### src/rtl/apb_pwm_timer.sv
// APB3 timer/PWM peripheral: two 32-bit down-counters driving TIMEROUT and a maskable
// level interrupt, ticking on PCLK or on synchronised rising edges of EXTIN.
module apb_pwm_timer (
   input  logic        PCLK,
   input  logic        PRESETn,
   input  logic        PSEL,
   input  logic [9:0]  PADDR,
   input  logic        PENABLE,
   input  logic        PWRITE,
   input  logic [31:0] PWDATA,
   output logic [31:0] PRDATA,
   output logic        PREADY,
   output logic        PSLVERR,
   input  logic        EXTIN,
   output logic        TIMEROUT,
   output logic        TIMERINT
);

   localparam logic [9:0] ADDR_CTRL = 10'd0;
   localparam logic [9:0] ADDR_CUR0 = 10'd1;
   localparam logic [9:0] ADDR_RLD0 = 10'd2;
   localparam logic [9:0] ADDR_CUR1 = 10'd3;
   localparam logic [9:0] ADDR_RLD1 = 10'd4;
   localparam logic [9:0] ADDR_INT  = 10'd5;

   logic [5:0]  r_ctrl, w_ctrl_nxt;
   logic [31:0] r_cur0, w_cur0_nxt;
   logic [31:0] r_rld0, w_rld0_nxt;
   logic [31:0] r_cur1, w_cur1_nxt;
   logic [31:0] r_rld1, w_rld1_nxt;
   logic        r_flag, w_flag_nxt;
   logic        r_tout, w_tout_nxt;
   logic [2:0]  r_ext;  // [1:0] two-stage synchroniser, [2] previous synchronised level

   logic       w_wr, w_mapped, w_ext_rise, w_tick, w_zero;
   logic       w_oneshot, w_pwm, w_pulse;
   logic [2:0] w_mode;

   assign w_mode     = r_ctrl[3:1];
   assign w_oneshot  = (w_mode == 3'b000);
   assign w_pwm      = (w_mode == 3'b011);
   assign w_pulse    = (w_mode == 3'b100);
   assign w_ext_rise = r_ext[1] & ~r_ext[2];
   assign w_tick     = r_ctrl[0] & (r_ctrl[5] ? w_ext_rise : 1'b1);
   assign w_wr       = PSEL & PENABLE & PWRITE;
   assign w_mapped   = (PADDR <= ADDR_INT);

   assign PREADY   = 1'b1;
   assign PSLVERR  = PSEL & PENABLE & ~w_mapped;
   assign TIMEROUT = r_tout;
   assign TIMERINT = r_flag & r_ctrl[4];

   always_comb begin
      PRDATA = '0;
      if (PSEL && !PWRITE) begin
         case (PADDR)
            ADDR_CTRL: PRDATA = {26'd0, r_ctrl};
            ADDR_CUR0: PRDATA = r_cur0;
            ADDR_RLD0: PRDATA = r_rld0;
            ADDR_CUR1: PRDATA = r_cur1;
            ADDR_RLD1: PRDATA = r_rld1;
            ADDR_INT:  PRDATA = {31'd0, r_flag};
            default:   PRDATA = '0;
         endcase
      end
   end

   always_comb begin
      w_ctrl_nxt = r_ctrl;
      w_cur0_nxt = r_cur0;
      w_rld0_nxt = r_rld0;
      w_cur1_nxt = r_cur1;
      w_rld1_nxt = r_rld1;
      w_flag_nxt = r_flag;
      w_tout_nxt = r_tout;
      w_zero     = 1'b0;

      if (w_tick) begin
         if (w_pwm) begin
            if (r_cur1 == 32'd0) begin
               w_zero     = 1'b1;
               w_cur1_nxt = r_rld1;
            end else begin
               w_cur1_nxt = r_cur1 - 32'd1;
            end
         end else if (r_cur0 == 32'd0) begin
            w_zero = 1'b1;
            if (w_oneshot) w_ctrl_nxt[0] = 1'b0;  // one-shot parks at zero
            else           w_cur0_nxt    = r_rld0;
         end else begin
            w_cur0_nxt = r_cur0 - 32'd1;
         end
      end

      if (r_ctrl[0]) begin
         if (w_pwm)                 w_tout_nxt = (w_cur1_nxt <= r_rld0);
         else if (w_pulse)          w_tout_nxt = w_zero;
         else if (w_oneshot)        w_tout_nxt = w_tick ? ~w_zero : r_tout;
         else if (w_zero)           w_tout_nxt = ~r_tout;
      end

      // Bus writes override counting; CTRL writes can force the output level.
      if (w_wr) begin
         case (PADDR)
            ADDR_CTRL: begin
               w_ctrl_nxt = PWDATA[5:0];
               if (!PWDATA[0])                w_tout_nxt = 1'b0;
               else if (PWDATA[3:1] == 3'b000) w_tout_nxt = 1'b1;
            end
            ADDR_CUR0: w_cur0_nxt = PWDATA;
            ADDR_RLD0: w_rld0_nxt = PWDATA;
            ADDR_CUR1: w_cur1_nxt = PWDATA;
            ADDR_RLD1: w_rld1_nxt = PWDATA;
            ADDR_INT:  w_flag_nxt = 1'b0;
            default: ;
         endcase
      end

      if (w_zero) w_flag_nxt = 1'b1;
   end

   always_ff @(posedge PCLK or negedge PRESETn) begin
      if (!PRESETn) begin
         r_ctrl <= '0;
         r_cur0 <= '0;
         r_rld0 <= '0;
         r_cur1 <= '0;
         r_rld1 <= '0;
         r_flag <= 1'b0;
         r_tout <= 1'b0;
         r_ext  <= '0;
      end else begin
         r_ctrl <= w_ctrl_nxt;
         r_cur0 <= w_cur0_nxt;
         r_rld0 <= w_rld0_nxt;
         r_cur1 <= w_cur1_nxt;
         r_rld1 <= w_rld1_nxt;
         r_flag <= w_flag_nxt;
         r_tout <= w_tout_nxt;
         r_ext  <= {r_ext[1], r_ext[0], EXTIN};
      end
   end

endmodule

### config.mk
export PLATFORM = sky130hd
export DESIGN_NAME = apb_pwm_timer
export DESIGN_NICKNAME = d
export VERILOG_FILES = /design/src/rtl/apb_pwm_timer.sv
export SDC_FILE = /design/constraint.sdc
export NUM_CORES = 1
export LEC_CHECK = 0
export ABC_AREA = 1
export CORE_ASPECT_RATIO = 0.5
export CORE_MARGIN = 3
export CORE_UTILIZATION = 30
export CTS_BUF_LIST = sky130_fd_sc_hd__clkbuf_8
export CTS_CLUSTER_SIZE = 28
export DETAILED_ROUTE_END_ITERATION = 8
export GPL_TIMING_DRIVEN = 0
export SYNTH_ARGS = -nofsm -noshare
export SYNTH_HDL_FRONTEND = slang
export SYNTH_SLANG_ARGS = --single-unit
### constraint.sdc
create_clock -name PCLK -period 3.51 [get_ports PCLK]
set_input_delay 0.5265 -clock PCLK [delete_from_list [all_inputs] [get_ports PCLK]]
set_output_delay 0.5265 -clock PCLK [all_outputs]
set_load 0.03 [all_outputs]
Word level (Yosys, flattened, before mapping):

Cells that the tools add are included.
Widths: inputs -> output; s select.

* latch bits: 0
* output and inout bits: 36
* memory bits (read-only): 0
* memories kept: 0
* register bits after elaboration: 139
* memory bits (writable): 0

* multiply operators: 0
* divide/modulo/power cells: 0
* magnitude comparators: 2
* equality and inequality tests: 7
* add/subtract/negate cells: 2
* shifts and indexed selects: 0
* muxes and demuxes: 37
* bitwise logic cells: 10
* reduce and logical (&&, ||, !) cells: 13

Operators with widths (count)
* $mux 32: 12
* $pmux 32 s6: 1
* $logic_not 32->1: 2
* $sub 32x1->32 const B: 2
* $le 32x32->1: 1
* $mux 1: 24
* $eq 10x2->1 const B: 2
* $eq 10x3->1 const B: 2
* $eq 10x1->1 const B: 1
* $le 10x3->1 const B: 1
* $logic_not 10->1: 1
* $reduce_and 2->1: 4
* $and 1x1->1: 6
* $logic_not 3->1: 2
* $not 1->1: 4
* $reduce_bool 2->1: 2
* $eq 3x2->1 const B: 1
* $eq 3x3->1 const B: 1
* $logic_and 1x1->1: 1
* $logic_not 1->1: 1

Logic depth before layout (Yosys ltp):

Gate-level depths: netlist of the first run.

* depth after elaboration: 15
* depth in mapped cells: 27
* gate-level depth less buffers: 27

Least setup slack after synthesis of the first run:

Ideal clock, no wire load.

* path kind: register to register
* from: register r_cur1[0]
* to: register r_tout (netlist: TIMEROUT)
* data arrival time: 2.552 ns
* period minus slack after synthesis: 2.674 ns
* cell stages (with the launch flop): 23
* setup time: 0.122 ns
* slack: 0.836 ns
* required time: 3.388 ns
* path buffers: 0
* cell sequence: dfrtp_1 > inv_1 > ha_1 > inv_1 > nor2_1 > nand2_1 > nand3b_1 > nor2_8 > inv_2 > nand3_1 > nand2_1 > o21ai_1 > inv_1 > ha_1 > nand2_1 > nor2_1 > nand2_1 > nor3b_1 > nand2_1 > nand2_1 > nand2_1 > nand3_1 > a21oi_1

* longest elaborated chain between the ends: 14

Ends and longest elaborated chain
* start, declared: RTL line 29 `logic [31:0] r_cur1, w_cur1_nxt;`
* start signal, assigned: RTL line 136 `r_cur1 <= w_cur1_nxt;`
* branches (longest 8 deep; another with $sub 32x1->32)
* $mux 1 *: RTL line 96 `if (w_pwm) w_tout_nxt = (w_cur1_nxt <= r_rld0);`
* $mux 1 *: RTL line 95 `if (r_ctrl[0]) begin`
* $mux 1: RTL line 108 `else if (PWDATA[3:1] == 3'b000) w_tout_nxt = 1'b1;`
* $mux 1: RTL line 107 `if (!PWDATA[0]) w_tout_nxt = 1'b0;`
* $mux 1: RTL line 104 `case (PADDR)`
* $mux 1 *: RTL line 103 `if (w_wr) begin`
* named net w_tout_nxt: RTL line 32 `logic r_tout, w_tout_nxt;`
* end signal, assigned: RTL line 139 `r_tout <= w_tout_nxt;`
* end, declared: RTL line 32

Mark *: on every way through the listed nets, which the timed path passes.
A chain may end at the register's enable or synchronous reset.

Worst setup path in the final report of the first run:

* from: register r_cur1[1]
* to: register r_tout (netlist: TIMEROUT)

Same word-level chain as after synthesis.

==> insert_results.sql, run 1 <==
INSERT INTO impl_metrics (metric_group, metric, value, unit) VALUES
('outcome', 'run_status', 'completed', ''),
('layout', 'filler_instances', '3684', ''),
('logic_synthesis', 'count_of_flip_flops_with_a_built_in_enable_after_synthesis', '0', ''),
('grt', 'grt_pass1_wl', '68770', 'um'),
('layout', 'insertedDiodeCount', '0', ''),
('critical_path', 'cp_common_cell', 'sky130_fd_sc_hd__nand2_1', ''),
('logic_synthesis', 'synth.distinct_cells', '50', ''),
('timing', 'setup_viol', '0', ''),
('power', 'power.ir.vdd_worst', '0.2425', 'mV'),
('timing', 'fin_worst_skew', '0.01705', 'ns'),
('critical_path', 'worst_ep_required_time', '3.91', 'ns'),
('place', 'gp_congestion', '0.9974', ''),
('die', 'io_pins', '84', ''),
('layout', 'num-nets-final', '1742', ''),
('clocking', 'cts.clk_slew.worst_paths', '0.10', 'ns'),
('routing', 'post_drt_via_cell_ratio', '5.430', ''),
('logic_synthesis', 'synth.area.top_cells', 'sky130_fd_sc_hd__dfrtp_1, sky130_fd_sc_hd__nand2_1, sky130_fd_sc_hd__o21ai_0', ''),
('place', 'post-place-cells', '2099', ''),
('hold_path', 'hold_path_class', 'flop to flop', ''),
('layout', 'synthToLayoutAreaGrowth', '17.35', '%'),
('routing', 'detail_route.first_pass.iterations', '6', ''),
('power', 'sequentialPowerShare', '45.3', '%'),
('logic_synthesis', 'register_bit_count_reported_by_yosys', '139', ''),
('critical_path', 'critical-path-top-delay-family', 'simple AND/OR/NAND/NOR gates', ''),
('routing', 'num_vias', '11600', ''),
('place', 'hpwl', '38550', 'um'),
('clocking', 'clk_latency', '0.49', 'ns'),
('clocking', 'cts_htree_levels', '4', ''),
('power', 'combinationalPowerShare', '19.7', '%'),
('layout', 'most-common-layout-cells', 'sky130_fd_sc_hd__nand2_1, sky130_fd_sc_hd__inv_1, sky130_fd_sc_hd__nor2_1', ''),
('clocking', 'cts_buffer_depth', '2', ''),
('timing', 'timing.max_slew.rel_slack', '51.62', '%'),
('hold_path', 'min_delay_path_depth', '0', ''),
('die', 'rows', '47', ''),
('timing', 'timing.final.max_slew_violations', '0', ''),
('logic_synthesis', 'ys_warn_count', '0', ''),
('routing', 'antenna_left', '0', ''),
('critical_path', 'worstPathCellList', 'inv_1 > ha_1 > inv_1 > nor2_1 > nand2_1 > nor2_1 > nand2_1 > nor2_4 > nand3_4 > inv_2 > buf_6 > nand2_1 > nand3_2 > ha_1 > a21oi_1 > o21a_1 > nand2_1 > a21oi_1 > nand2_1 > nand2_2 > nand3_1 > a21oi_1', ''),
('timing', 'fmaxAchievable', '290.5', 'MHz'),
('die', 'chipHeight', '138.5', 'um'),
('critical_path', 'critical_path.max_fanout', '10', ''),
('critical_path', 'critPathMaxStageDelay', '0.48', 'ns'),
('critical_path', 'cpMaxStageDelayCell', 'sky130_fd_sc_hd__dfrtp_2', ''),
('critical_path', 'cp.buffers_inverters', '4', ''),
('logic_synthesis', 'synth.top_cell.area_share', '33.03', '%'),
('critical_path', 'timing.critical_path.arrival', '3.85', 'ns'),
('logic_synthesis', 'synth_top_area_cell', 'sky130_fd_sc_hd__dfrtp_1', ''),
('routing', 'totalWireLength', '47430', 'um'),
('critical_path', 'critical_path_depth', '22', ''),
('critical_path', 'worst_r2r_path_depth', '22', ''),
('clocking', 'tritoncts.num_buffers', '17', ''),
('layout', 'finish.utilization', '36.54', '%'),
('critical_path', 'crit_path_end', 'TIMEROUT', ''),
('power', 'pwr_density_cell', '327.9', 'mW/mm^2'),
('timing', 'final.period_utilization', '98.07', '%'),
('timing', 'tightest_slew', '0.7257', 'ns'),
('logic_synthesis', 'synth_async_sr_flop_share', '100.0', '%'),
('layout', 'layoutNonFillerInstCount', '2136', ''),
('die', 'floorplan.initialDensity', '31.14', '%'),
('layout', 'mostFrequentLayoutCell', 'sky130_fd_sc_hd__nand2_1', ''),
('grt', 'grt.overflow.total', '0', ''),
('routing', 'drt_first_iter_violations', '1830', ''),
('grt', 'grt_pass1_vias', '10230', ''),
('power', 'power.share.clock', '35.0', '%'),
('die', 'fp.coreArea', '0.03381', 'sq mm'),
('die', 'die-width', '271.0', 'um'),
('critical_path', 'worstReg2RegStart', 'r_cur1[1]', ''),
('timing', 'final.setup.tns', '0', 'ns'),
('timing', 'timing.final.crit_period', '3.442', 'ns'),
('timing', 'rsz0062_at_grt', 'true', ''),
('flow_run', 'maxCapViolations', '0', '');
==> power groups by stage <==
stage | sequential (uW) | clock (uW) | combinational, uW
final | 1840 | 1420 | 798
after global routing | 1850 | 1480 | 868
after CTS | 1830 | 1420 | 770
after detailed placement | 1860 | 0 | 764
after global placement | 1860 | 0 | 759
after floorplan | 1810 | 0 | 441
==> cell type report <==
type / instances / area [sq um] / share of cell area (%)
clock inverter: 14 / 158.9 / 1.286
tap: 465 / 581.8 / 4.708
sequential: 139 / 3480 / 28.16
clock buffer: 18 / 247.7 / 2.005
timing repair buffer: 88 / 780.7 / 6.318
buffer: 60 / 344.1 / 2.785
multi-input combinational: 1156 / 6022 / 48.73
inverter: 196 / 742.0 / 6.004
==> logic make-up (layout without fill, tap and decap cells) <==
| kind of cell | after synthesis | after routing | share of synthesized area (%) |
|---|---|---|---|
| DFF | 139 | 139 | 33.03 |
| xor gates and xnor gates | 19 | 19 | 1.580 |
| and+or+nand+nor | 721 | 721 | 30.13 |
| buffers and inverters | 256 | 376 | 10.21 |
| AOI/OAI and AO/OA | 379 | 379 | 20.73 |
| adders and majority gates | 36 | 36 | 4.278 |
| other | 1 | 1 | 0.03561 |
==> registers in the layout (all words and copies together) (netlist names) <==
register,flops
r_cur0,32
r_cur1,32
r_rld0,32
r_rld1,32
r_ctrl,6
r_ext,3
TIMEROUT,1
r_flag,1
==> repair_timing <==
item	in CTS	in global routing
hold buffers	1	0
endpoints found under the hold margin	42	0
endpoints found under the setup margin	33	33
setup buffers	1	3
pin swaps	1	3
gates resized for setup	55	64
==> cells in the mapped netlist (all sizes together) (2+ instances only) <==
| cell | count |
|---|---|
| o221ai | 2 |
| nand3 | 71 |
| nor3 | 10 |
| inv | 195 |
| nand3b | 2 |
| dfrtp | 139 |
| o22ai | 22 |
| a22oi | 9 |
| clkbuf | 24 |
| o21a | 2 |
| o211ai | 21 |
| o21ai | 198 |
| nand4 | 17 |
| ha | 36 |
| a221oi | 25 |
| nor4 | 2 |
| a31oi | 11 |
| a21oi | 86 |
| xor2 | 18 |
| buf | 36 |
| nor2 | 210 |
| nand2 | 406 |
==> per-stage QoR <==
stage / hold WS (ns) / power (uW)
after global placement: 0.3347 / 2620
after floorplan: 0.2309 / 2255
after global routing: 0.3799 / 4202
final: 0.3598 / 4052
after detailed placement: 0.3378 / 2626
after CTS: 0.3672 / 4020
==> layer usage <==
metal	global-route usage, %	wire, um	vias up	share of wire, %
met5	1.128	58	-	0.12
met4	3.712	578	2	1.2
met3	7.860	6593	51	14
met2	33.69	18720	662	39
met1	37.76	21470	5551	45
li1	-	-	5333	-
==> worst min-delay path by stage <==
stage                           to  slack [ns]
after floorplan           TIMEROUT        0.23
after global placement    r_ext[1]        0.33
after detailed placement  r_ext[1]        0.34
after CTS                 r_ext[1]        0.37
after global routing      r_ext[1]        0.38
final                     r_ext[1]        0.36
Power figures use the tool's default switching activity.
==> inputs of run 2 (changes only) <==
--- a/config.mk
+++ b/config.mk
@@ -7,7 +7,7 @@
 export LEC_CHECK = 0
 export ABC_AREA = 1
 export CORE_ASPECT_RATIO = 0.5
-export CORE_MARGIN = 3
+export CORE_MARGIN = 5
 export CORE_UTILIZATION = 30
 export CTS_BUF_LIST = sky130_fd_sc_hd__clkbuf_8
 export CTS_CLUSTER_SIZE = 28
==> run 2 against run 1 <==
  * Cell count is 0.51% higher
  * Global-route usage down 1.1 points
  * First-iteration DRC count fell by 5.4%
  * Power rose by 3.0%
  * Setup slack better by 0.017 ns
  * Sequential power about the same
  * Flip-flop and latch count is the same
  * Critical path depth fell by 12
  * Sequential share of layout area decreased by 0.15 points
  * Register-to-register slack improved by 0.08 ns
  * Fmax increased by 0.50%
  * Critical endpoint is now PRDATA[8]
  * Largest cell class unchanged
  * Highest routed layer is now met4
==> insert_results.sql, run 2 (synthesis results as in run 1) <==
INSERT INTO impl_metrics (metric_group, metric, value, unit) VALUES
('outcome', 'run_status', 'completed', ''),
('routing', 'num_vias', '11470', ''),
('layout', 'layout-drive-gt1-share', '11.78', '%'),
('timing', 'final.setup.tns', '0', 'ns'),
('timing', 'timing.final.crit_period', '3.425', 'ns'),
('clocking', 'cts_root_buffer', 'sky130_fd_sc_hd__clkbuf_8', ''),
('routing', 'drt_first_iter_violations', '1732', ''),
('timing', 'timing.final.max_slew_violations', '0', ''),
('layout', 'mostFrequentLayoutCell', 'sky130_fd_sc_hd__nand2_1', ''),
('clocking', 'hold_buffers', '0', ''),
('timing', 'final.period_utilization', '97.59', '%'),
('critical_path', 'critical_path.max_fanout', '10', ''),
('die', 'fp.coreArea', '0.03453', 'sq mm'),
('critical_path', 'path_class', 'input pin to primary output', ''),
('power', 'power.ir.vdd_worst', '0.2344', 'mV'),
('grt', 'grt.overflow.total', '0', ''),
('hold_path', 'hold_path_class', 'input pin to async pin', ''),
('power', 'total_power', '4172', 'uW'),
('clocking', 'clk_latency', '0.49', 'ns'),
('place', 'port_buffers', '82', ''),
('timing', 'setup_viol', '0', ''),
('routing', 'highest_layer', 'met4', ''),
('routing', 'post_drt_via_cell_ratio', '5.343', ''),
('critical_path', 'crit_path_end_kind', 'primary output', ''),
('place', 'hpwl', '37320', 'um'),
('clocking', 'tritoncts.num_buffers', '17', ''),
('clocking', 'cts_buffer_depth', '2', ''),
('routing', 'detail_route.drc_violations', '0', ''),
('clocking', 'cts.clk_slew.worst_paths', '0.08', 'ns'),
('power', 'power.share.clock', '37.3', '%'),
('power', 'combinationalPowerShare', '18.7', '%'),
('critical_path', 'worst_r2r_path_depth', '19', ''),
('grt', 'grt_pass1_vias', '10670', ''),
('critical_path', 'worst_ep_required_time', '2.98', 'ns'),
('power', 'swShare', '33.79', '%'),
('timing', 'fin_worst_skew', '0.01789', 'ns'),
('grt', 'grt_max_degree', '79', ''),
('timing', 'fmaxAchievable', '291.9', 'MHz'),
('routing', 'wl_per_instance', '21.65', 'um'),
('die', 'io_pins', '84', ''),
('power', 'leakage', '0.005728', 'uW'),
('routing', 'met1Wirelength', '20890', 'um'),
('layout', 'filler_instances', '3715', ''),
('flow_run', 'maxCapViolations', '0', ''),
('clocking', 'cts_htree_levels', '4', ''),
('grt', 'groute.usage.overall', '23.53', '%'),
('layout', 'most-common-layout-cells', 'sky130_fd_sc_hd__nand2_1, sky130_fd_sc_hd__inv_1, sky130_fd_sc_hd__nor2_1', ''),
('routing', 'wl_met3', '5853', 'um'),
('grt', 'antenna_found_initial', '0', ''),
('layout', 'num-nets-final', '1743', ''),
('power', 'pwr_density_cell', '335.9', 'mW/mm^2'),
('power', 'sequentialPowerShare', '44.0', '%'),
('critical_path', 'timing.critical_path.arrival', '2.90', 'ns'),
('die', 'floorplan.initialDensity', '30.49', '%'),
('routing', 'detail_route.first_pass.iterations', '8', ''),
('layout', 'synthToLayoutAreaGrowth', '17.97', '%'),
('critical_path', 'cpMaxStageDelayCell', 'sky130_fd_sc_hd__clkdlybuf4s50_1', ''),
('timing', 'report.final.hold_viol_count', '0', ''),
('critical_path', 'critPathMaxStageDelay', '0.44', 'ns'),
('die', 'rows', '48', ''),
('place', 'gp_congestion', '0.9661', ''),
('clocking', 'cts_tree', 'yes', ''),
('timing', 'timing.max_slew.rel_slack', '46.92', '%'),
('critical_path', 'critical_path.startpoint_type', 'input pin', ''),
('power', 'cell_internal_pwr', '2762', 'uW'),
('layout', 'insertedDiodeCount', '0', ''),
('critical_path', 'worstPathCellList', 'clkdlybuf4s50_1 > nor2_4 > nand3_1 > nor3_4 > inv_2 > buf_1 > o22ai_1 > a221oi_1 > nor2_1 > clkdlybuf4s18_2', ''),
('die', 'chipHeight', '142.5', 'um'),
('timing', 'tightest_slew', '0.7962', 'ns'),
('die', 'die-width', '275.0', 'um'),
('routing', 'wl_met2', '18650', 'um'),
('routing', 'totalWireLength', '46480', 'um'),
('grt', 'grt_pass1_wl', '68630', 'um'),
('power', 'power.net_switching', '1410', 'uW'),
('die', 'dieArea', '0.03917', 'sq mm'),
('routing', 'antenna_left', '0', ''),
('clocking', 'number_of_clock_sinks', '139', ''),
('timing', 'rsz0062_at_grt', 'true', '');
## run 2: path summary, 6_finish.rpt
| check | startpoint | to | slack [ns] |
|---|---|---|---|
| worst max-delay path | PADDR[9] | PRDATA[8] | 0.08 |
| worst min-delay path | PRESETn | r_ext[0] | 0.08 |
| worst max register to register | r_ctrl[3] | TIMEROUT | 0.15 |
| worst min register to register | r_ext[0] | r_ext[1] | 0.36 |
| max in group asynchronous | PRESETn | r_rld1[26] | 2.62 |
| min in group PCLK | r_ext[0] | r_ext[1] | 0.36 |
## run 2: per-stage QoR
| stage | setup slack (ns) | utilization (%) | hold WS (ns) | instances | instance area [sq um] |
|---|---|---|---|---|---|
| 2_1_floorplan | 0.8360 | - | 0.2309 | 1551 | 10530 |
| 3_3_place_gp | -4.005 | 34.59 | 0.3324 | 2108 | 11950 |
| 3_5_place_dp | -0.4451 | 34.67 | 0.3393 | 2109 | 11970 |
| 4_1_cts | 0.005770 | 36.04 | 0.1082 | 2145 | 12440 |
| 5_1_grt | -0.03876 | 35.97 | 0.1455 | 2147 | 12420 |
| 6_report | 0.08459 | 35.97 | 0.08348 | 2147 | 12420 |
## run 2: what timing repair did
action                                  4_1_cts  5_1_grt
endpoints found under the setup margin       33       30
endpoints found under the hold margin         0        0
pin swaps                                     2        4
buffers inserted                              4        2
resized for setup                            50       49
## run 2: final cells by class
| cell class | count | area (sq um) | share of cell area, % |
|---|---|---|---|
| clock inverter | 13 | 188.9 | 1.521 |
| multi-input combinational | 1156 | 6028 | 48.53 |
| inverter | 196 | 742.0 | 5.973 |
| timing repair buffer | 89 | 784.5 | 6.315 |
| buffer | 60 | 342.8 | 2.760 |
| clock buffer | 19 | 261.5 | 2.105 |
| sequential | 139 | 3480 | 28.01 |
| tap | 475 | 594.3 | 4.784 |
## run 2: critical path, delay by kind of cell
kind	cells	cell delay, ns
buffers and inverters	4	1.21
and+or+nand+nor	4	0.81
AOI/OAI and AO/OA	2	0.34
## run 2: metal layers
| metal | vias to the layer above | GRT usage (%) |
|---|---|---|
| met4 | 0 | 6.042 |
| met5 | - | 0 |
| met1 | 5410 | 34.77 |
| met2 | 661 | 33.29 |
| li1 | 5330 | - |
| met3 | 71 | 7.175 |
## run 2: power groups by stage
stage               clock network, uW  logic, uW  registers (uW)
CTS                              1560        757            1830
detailed placement                  0        753            1860
global route                     1630        860            1850
global placement                    0        752            1860
floorplan                           0        441            1810
finish                           1550        781            1840
